File: src/rtl/qenc_sampler.sv
// ---------------------------------------------------------------------------
// qenc_sampler
//
// Purpose:
//   Controller for the quadrature encoder block. It gates the encoder
//   enable, samples the encoder position once every programmable period
//   and computes the signed position change over that period (a velocity
//   estimate). Each sample is offered to a downstream consumer on a
//   valid/ready handshake.
//
// Ports:
//   clk             system clock
//   i_reset         synchronous reset, active-high
//   i_enable        run request: 1 = arm and sample, 0 = stop
//   i_period        sample period P in clk cycles (0 never starts a run)
//   i_position      encoder position
//   i_dir           encoder direction
//   o_qenc_enable   encoder enable (high in ARM and RUN)
//   o_sample_pos    position captured at the sample tick
//   o_sample_delta  position change since the previous tick (two's complement)
//   o_sample_dir    direction captured at the sample tick
//   o_valid         a sample is being offered
//   i_ready         consumer accepts the offered sample
//   o_overrun       sticky: an unaccepted sample was overwritten
//   o_state         FSM state (IDLE=00, ARM=01, RUN=10, DRAIN=11)
//
// Handshake: a sample transfers in any cycle where o_valid && i_ready are
// both high at the clock edge. o_valid drops after a transfer unless a new
// tick loads a fresh sample in the same cycle. While o_valid && !i_ready the
// sample data is held, except when a tick overwrites it, which sets
// o_overrun until reset or the next ARM.
// ---------------------------------------------------------------------------
module qenc_sampler #(
  parameter int NB     = 32,
  parameter int NB_DIV = 24
) (
  input  logic              clk,
  input  logic              i_reset,
  input  logic              i_enable,
  input  logic [NB_DIV-1:0] i_period,
  input  logic [NB-1:0]     i_position,
  input  logic              i_dir,
  output logic              o_qenc_enable,
  output logic [NB-1:0]     o_sample_pos,
  output logic [NB-1:0]     o_sample_delta,
  output logic              o_sample_dir,
  output logic              o_valid,
  input  logic              i_ready,
  output logic              o_overrun,
  output logic [1:0]        o_state
);

  typedef enum logic [1:0] {
    IDLE  = 2'b00,
    ARM   = 2'b01,
    RUN   = 2'b10,
    DRAIN = 2'b11
  } state_t;

  localparam logic [NB_DIV-1:0] CNT_ONE = NB_DIV'(1);

  state_t            state;
  state_t            state_next;
  logic [NB_DIV-1:0] cnt;
  logic [NB_DIV-1:0] period_r;
  logic [NB-1:0]     prev_pos;
  logic              tick;
  logic              xfer;

  assign o_state = state;
  assign xfer    = o_valid && i_ready;

  // -------------------------------------------------------------------------
  // Next-state and combinational outputs
  // -------------------------------------------------------------------------
  always_comb begin
    state_next    = state;
    tick          = 1'b0;
    o_qenc_enable = 1'b0;

    case (state)
      IDLE: begin
        // A zero period would never tick, so it is refused here.
        if (i_enable && (i_period != '0)) begin
          state_next = ARM;
        end
      end

      ARM: begin
        o_qenc_enable = 1'b1;
        state_next    = RUN;
      end

      RUN: begin
        o_qenc_enable = 1'b1;
        // Stopping takes priority: the cycle that sees i_enable low never
        // produces a tick, even if the counter has expired.
        if (!i_enable) begin
          state_next = DRAIN;
        end else if (cnt == '0) begin
          tick = 1'b1;
        end
      end

      DRAIN: begin
        // Encoder is already gated off; wait for the last sample to go.
        if (!o_valid) begin
          state_next = IDLE;
        end
      end

      default: begin
        state_next = IDLE;
      end
    endcase
  end

  // -------------------------------------------------------------------------
  // State register and datapath
  // -------------------------------------------------------------------------
  always_ff @(posedge clk) begin
    if (i_reset) begin
      state          <= IDLE;
      cnt            <= '0;
      period_r       <= '0;
      prev_pos       <= '0;
      o_sample_pos   <= '0;
      o_sample_delta <= '0;
      o_sample_dir   <= 1'b0;
      o_valid        <= 1'b0;
      o_overrun      <= 1'b0;
    end else begin
      state <= state_next;

      case (state)
        ARM: begin
          // Period is latched here so later i_period changes only take
          // effect on the next arm. Loading P-1 places the first tick
          // exactly P cycles after this ARM cycle.
          period_r  <= i_period;
          cnt       <= i_period - CNT_ONE;
          prev_pos  <= i_position;
          o_overrun <= 1'b0;
        end

        RUN: begin
          if (i_enable) begin
            if (tick) begin
              cnt <= period_r - CNT_ONE;
            end else begin
              cnt <= cnt - CNT_ONE;
            end
          end
        end

        default: begin
        end
      endcase

      if (tick) begin
        // Modular subtraction gives the correct signed delta across the
        // position wrap as long as motion per period stays under 2^(NB-1).
        o_sample_pos   <= i_position;
        o_sample_delta <= i_position - prev_pos;
        o_sample_dir   <= i_dir;
        prev_pos       <= i_position;
        o_valid        <= 1'b1;
        if (o_valid && !i_ready) begin
          o_overrun <= 1'b1;
        end
      end else if (xfer) begin
        o_valid <= 1'b0;
      end
    end
  end

endmodule

File: config.mk
export PLATFORM = sky130hd
export DESIGN_NAME = qenc_sampler
export DESIGN_NICKNAME = d
export VERILOG_FILES = /design/src/rtl/qenc_sampler.sv
export SDC_FILE = /design/constraint.sdc
export NUM_CORES = 1
export LEC_CHECK = 0
export ABC_AREA = 1
export CAP_MARGIN = 20
export CORE_MARGIN = 5
export CORE_UTILIZATION = 40
export CTS_CLUSTER_SIZE = 20
export DETAILED_ROUTE_END_ITERATION = 10
export DONT_BUFFER_PORTS = 1
export PLACE_DENSITY = 0.59
export SKIP_LAST_GASP = 1
export SYNTH_ARGS = -nofsm -noshare
export SYNTH_HDL_FRONTEND = slang
export SYNTH_SLANG_ARGS = --single-unit
File: constraint.sdc
create_clock -name clk -period 2.4 [get_ports clk]
set_clock_uncertainty 0.1 [all_clocks]
set_input_delay 0.48 -clock clk [delete_from_list [all_inputs] [get_ports clk]]
set_output_delay 0.48 -clock clk [all_outputs]
set_load 0.05 [all_outputs]
## Yosys cells after proc, flatten, opt, wreduce, memory -nomap -nowiden

Index checks and enable logic that the tools add are counted.

- Register bits: 149
- Bits of input ports: 61
- Output and inout bits: 70
- Logic and storage cells: 51

- $add $sub $neg: 4
- Equal/unequal tests: 7
- Multiplexer cells: 18
- Reduce and logical (&&, ||, !) cells: 13

Operators by type and width:

| kind | count |
|---|---|
| subtractor 24 x 1 -> 24 bit (second input constant) | 3 |
| 2-to-1 mux 32 bit | 2 |
| 2-to-1 mux 24 bit | 2 |
| case mux 24 bit (2 select lines) | 1 |
| subtractor 32 bit | 1 |
| zero test 24 bit | 1 |
| nonzero test 24 bit | 1 |
| 2-to-1 mux 1 bit | 9 |
| != test 2 bit (second input constant) | 4 |
| case mux 2 bit (4 select lines) | 1 |
| 2-to-1 mux 2 bit | 3 |
| nonzero test 2 bit | 3 |
| equality test 2 bit (second input constant) | 2 |
| logical AND 1 bit | 3 |
| AND reduction 3 bit | 1 |
| equality test 2 x 1 -> 1 bit (second input constant) | 1 |
| zero test 2 bit | 1 |
| AND reduction 2 bit | 1 |
| OR reduction 2 bit | 1 |
| zero test 1 bit | 1 |

## Logic depth before layout (Yosys ltp)

- Depth in word-level cells: 7
- Gate-level depth with buffers: 20
- Depth with buffers taken out: 18

## Worst setup path after synthesis

No wires, ideal clock.

- Path kind: register to register
- From: register state[0], in the netlist o_state[0]
- To: register cnt[10]
- Library setup time: 0.114 ns
- Arrival: 2.590 ns
- Slack: -0.404 ns
- Cell stages (with the launch flop): 18
- Buffers on the path: 1
- Clock period less this slack: 2.804 ns
- Cell sequence: dfxtp_1 -> inv_1 -> ha_1 -> buf_6 -> nand2_4 -> inv_2 -> nand3_2 -> nor2_4 -> nand3_1 -> nand2_1 -> o21ai_0 -> ha_1 -> nand3_2 -> nor2_1 -> nand2_1 -> xor2_1 -> o21bai_1 -> inv_1

- Word-level cells in the longest chain between the ends: 5

RTL lines:

| element | line | source |
|---|---|---|
| start, declared | 62 | `state_t state;` |
| start signal, assigned | 133 | `state <= state_next;` |
| equality test 2 bit | 81, 135 |  |
| 2-to-1 mux 1 bit | 81 | `case (state)` |
| 2-to-1 mux 24 bit | 148 | `if (tick) begin` |
| 2-to-1 mux 24 bit | 147 | `if (i_enable) begin` |
| case mux 24 bit (2 select lines) | 135 | `case (state)` |
| end signal, assigned | 141 | `cnt <= i_period - CNT_ONE;` |
| end signal, assigned | 149 | `cnt <= period_r - CNT_ONE;` |
| end signal, assigned | 151 | `cnt <= cnt - CNT_ONE;` |
| end, declared | 64 | `logic [NB_DIV-1:0] cnt;` |

Several ways; a longest one is shown, not always the timed one. The select of a mux whose other input is x is not followed.
A chain may end at the register's enable or synchronous reset.

## Worst setup path after layout

- From: register cnt[8]
- To: register cnt[12]

- Word-level cells in the longest chain between the ends: 7

RTL lines:

| element | line |
|---|---|
| branches (longest 4 deep; another with subtractor 24 x 1 -> 24 bit) | -- |
| 2-to-1 mux 24 bit (*) | 148 |
| 2-to-1 mux 24 bit (*) | 147 |
| case mux 24 bit (2 select lines) (*) | 135 |

Every way passes the cells marked *. The select of a mux whose other input is x is not followed.

==> summary.md <==
| Metric | Value |
|---|---|
| Outcome | `complete, no violations` |
| Average wire per standard cell | `15.5 µm` |
| Core region area | `21000 µm²` |
| Die H | `~160 µm` |
| Antenna violation net count after detailed routing | `0` |
| Wire length reported by the detailed router | `between 20 and 30 mm` |
| Share of synthesized cell area in full adder, half adder and majority cells | `5.65%` |
| Num rows | `53` |
| Total vias in the final route | `8346` |
| Top area cells in the synthesized netlist | `sky130_fd_sc_hd__dfxtp_1 (35%), sky130_fd_sc_hd__nand2_1 (9.5%), sky130_fd_sc_hd__nor2_1 (9.2%)` |
| Leakage power summed over all cells | `4.81 nW` |
| Data arrival, critical path | `2.53 ns` |
| HPWL Detailed | `19.1 mm` |
| Fraction of registers with async set/reset | `0%` |
| Cell type with the highest aggregate area in the netlist | `sky130_fd_sc_hd__dfxtp_1` |
| Pwr per Cell Area | `about 1200 nW/µm²` |
| Worst supply voltage drop on vdd | `0.517 mV` |
| Cell Area, Placed | `9530 µm²` |
| Sequential area share after synthesis | `34.9%` |
| Cells after synthesis | `1299` |
| Die width | `~160 µm` |
| Pin count of the biggest net entering global routing | `about 80` |
| Worst min path class | `input pin to flop` |
| Combinational family with the most area after synthesis | `simple AND/OR/NAND/NOR gates` |
| DP Cell Count | `1619` |
| Slew HR | `56.8%` |
| Global-route usage over all layers | `20.7%` |
| Layout net count | `about 1500` |
| Share of the synthesized area in the top cell type | `34.9%` |
| Sinks on Clock Net | `between 100 and 150` |
| Number of top-level pins | `131` |
| Max-cap check violation count | `0` |
| Clock buffer depth | `2` |
| Number of setup violations in the final report | `0` |
| Critical path startpoint category | `flop` |
| Initial Utilization | `40.7%` |
| Final std cells w/o fill | `1661` |
| Per-instance average area after synthesis | `6.58 µm²` |
| Post-Synth XOR/XNOR Area | `between 2 and 3%` |
| Count of antenna diodes in the layout | `0` |
| Req. time, crit path | `2.63 ns` |
| Fin Hold WS | `0.0234 ns` |
| Share of post-route cells with drive strength above 1 | `16.0%` |
| Share of the synthesized area in compound gates (AO/OA/AOI/OAI) | `19.3%` |
| Worst skew pair latency | `between 0.4 and 0.5 ns` |
| 1st-pass router iterations | `7` |
| Drc violations | `0` |
| Leading cell types by count after synthesis | `sky130_fd_sc_hd__nand2_1 (217), sky130_fd_sc_hd__nor2_1 (210), sky130_fd_sc_hd__inv_1 (177)` |
| Maximum achievable frequency | `435 MHz` |
| Unrepaired setup endpoints after global routing | `yes` |
| Post-route minimum period | `around 2.3 ns` |
| Yosys reg bits | `149` |
| Core Util, Final | `49.6%` |
| Clock-pin slew reported for the worst setup and hold paths after clock tree synthesis | `~0.07 ns` |
| Overall overflow remaining after global route | `0` |
| Cells along the critical path | `inv_1 -> nand2_1 -> nor2_2 -> nand2_1 -> nor2_4 -> clkbuf_16 -> nand3_2 -> nand2_2 -> nand2_4 -> nand2_4 -> nor2_1 -> nand2_2 -> nor2_4 -> nand2_1 -> nand2_1 -> o21bai_1 -> inv_1` |
| Power consumption | `12.5 mW` |
| Count of unique library cells instantiated by Yosys | `39` |
| Final instance area | `10400 µm²` |
| Antenna violations before repair | `0` |
| Simple-gate share of the synthesized area | `26.6%` |
| Number of pins exceeding their max-slew limit in the final report | `0` |
| First-pass GRT wire length | `~41 mm` |
| Area growth syn-to-layout | `22.0%` |
| Smallest setup slack after layout | `0.103 ns` |
| Cell type of the slowest stage on the worst timing path | `sky130_fd_sc_hd__dfxtp_1` |
| Port Buffers | `0` |
| Share of synthesized area spent on multiplexers | `0%` |
| Crit path max fanout | `6` |
| Final hold violation count | `0` |
| Clock tree from TritonCTS | `yes` |
| Synthesized netlist net count | `~1400` |
| DRC marker count from the first detailed-route iteration | `between 500 and 600` |
| Longest individual stage delay on the worst path | `0.32 ns` |
| Multi-input gate area | `slightly below 5000 µm²` |
| Number of global-route vias before repair | `7622` |
| Worst-margin pin slew | `0.647 ns` |
| CTS Buf Count | `17` |
| Kind of critical path | `flop to flop` |
| Register cell area after layout | `~3000 µm²` |
| Root buffer cell | `sky130_fd_sc_hd__clkbuf_16` |
| Mapped Area | `about 8500 µm²` |
| Top_reg_cell synth | `sky130_fd_sc_hd__dfxtp_1` |
| Routability congestion estimate | `0.935` |
| H-tree levels | `4` |
| Die outline area | `24400 µm²` |
| Cell occurring most often along the worst timing path | `sky130_fd_sc_hd__nand2_1` |
| Number of fill cells | `roughly 2100` |
| Capturing element type of the critical path | `flop` |
| Average via count per standard cell | `5.02` |
| Ys Warns | `0` |
| Final-layout setup total negative slack | `0 ns` |
| Final cycle utilization of the critical path | `95.7%` |
| Post-synth EDFFs | `0` |
| Pre-CTS WS | `-0.0891 ns` |
| Most frequently used cell type in the post-synthesis netlist | `sky130_fd_sc_hd__nand2_1` |
worst max-delay path: cells and delay by family (launching register included):
family          cells  cell delay [ns]
simple gates       13             1.32
buf+inv             3             0.33
compound gates      1             0.12
flops               1             0.32
worst paths after layout:
kind,to,depth (start not counted),start,slack (ns)
setup / recovery,cnt[12],17,cnt[8],0.10
hold / removal,o_valid,1,i_reset,0.02
setup reg to reg,cnt[12],17,cnt[8],0.10
hold reg to reg,prev_pos[12],2,prev_pos[12],0.36
kinds of logic after synthesis:
group | after synthesis
buf+inv | 234
xor+xnor | 27
compound gates | 310
simple gates | 541
fa+ha+maj | 38
flops | 149
report_power, final:
| group | switching (mW) | internal [mW] | leakage [nW] |
|---|---|---|---|
| Clock | 1.14 | 1.58 | 0.287 |
| Combinational | 3.77 | 2.53 | 3.30 |
| Sequential | 0.391 | 3.10 | 1.22 |
registers in the layout, indices dropped and copies added (netlist names):
register	cells
o_sample_delta	32
cnt	24
period_r	24
prev_pos	32
o_overrun	1
o_sample_pos	32
o_sample_dir	1
o_state	2
o_valid	1
metal layers:
| metal | up-vias | GRT usage, % | wire length [µm] |
|---|---|---|---|
| met3 | 28 | 6.71 | 1960 |
| li1 | 4336 | - | - |
| met4 | 0 | 4.83 | 387 |
| met5 | - | 0 | 0 |
| met2 | 204 | 31.7 | 11300 |
| met1 | 3778 | 28.6 | 12100 |
placed cells by master (no fill, tap or decap), types with 29 or more instances in the layout:
cell | synthesis | final
sky130_fd_sc_hd__nand3_1 | 57 | 54
sky130_fd_sc_hd__ha_1 | 37 | 33
sky130_fd_sc_hd__nand2_2 | 12 | 29
sky130_fd_sc_hd__inv_1 | 177 | 175
sky130_fd_sc_hd__a21oi_1 | 113 | 108
sky130_fd_sc_hd__dfxtp_1 | 149 | 147
sky130_fd_sc_hd__o21ai_0 | 155 | 154
sky130_fd_sc_hd__buf_4 | 1 | 96
sky130_fd_sc_hd__nor2_1 | 210 | 204
sky130_fd_sc_hd__nand2_1 | 217 | 197
layout make-up:
class                   instances  area share (%)
well taps                     275            3.30
repair buffers                107            9.02
clock buffers                  20            4.28
inverters                     182            6.62
multi-input cells             916            46.7
flip-flops and latches        149            28.7
clock inverters                12            1.39
timing repair:
action | 4_1_cts | 5_1_grt
gates cloned | 0 | 2
endpoints found under the hold margin | 0 | 1
pin swaps | 0 | 21
setup buffers | 0 | 7
hold buffers | 0 | 1
endpoints found under the setup margin | 11 | 44
gates resized for setup | 2 | 51
No activity file was read; power rests on OpenSTA's default activity.
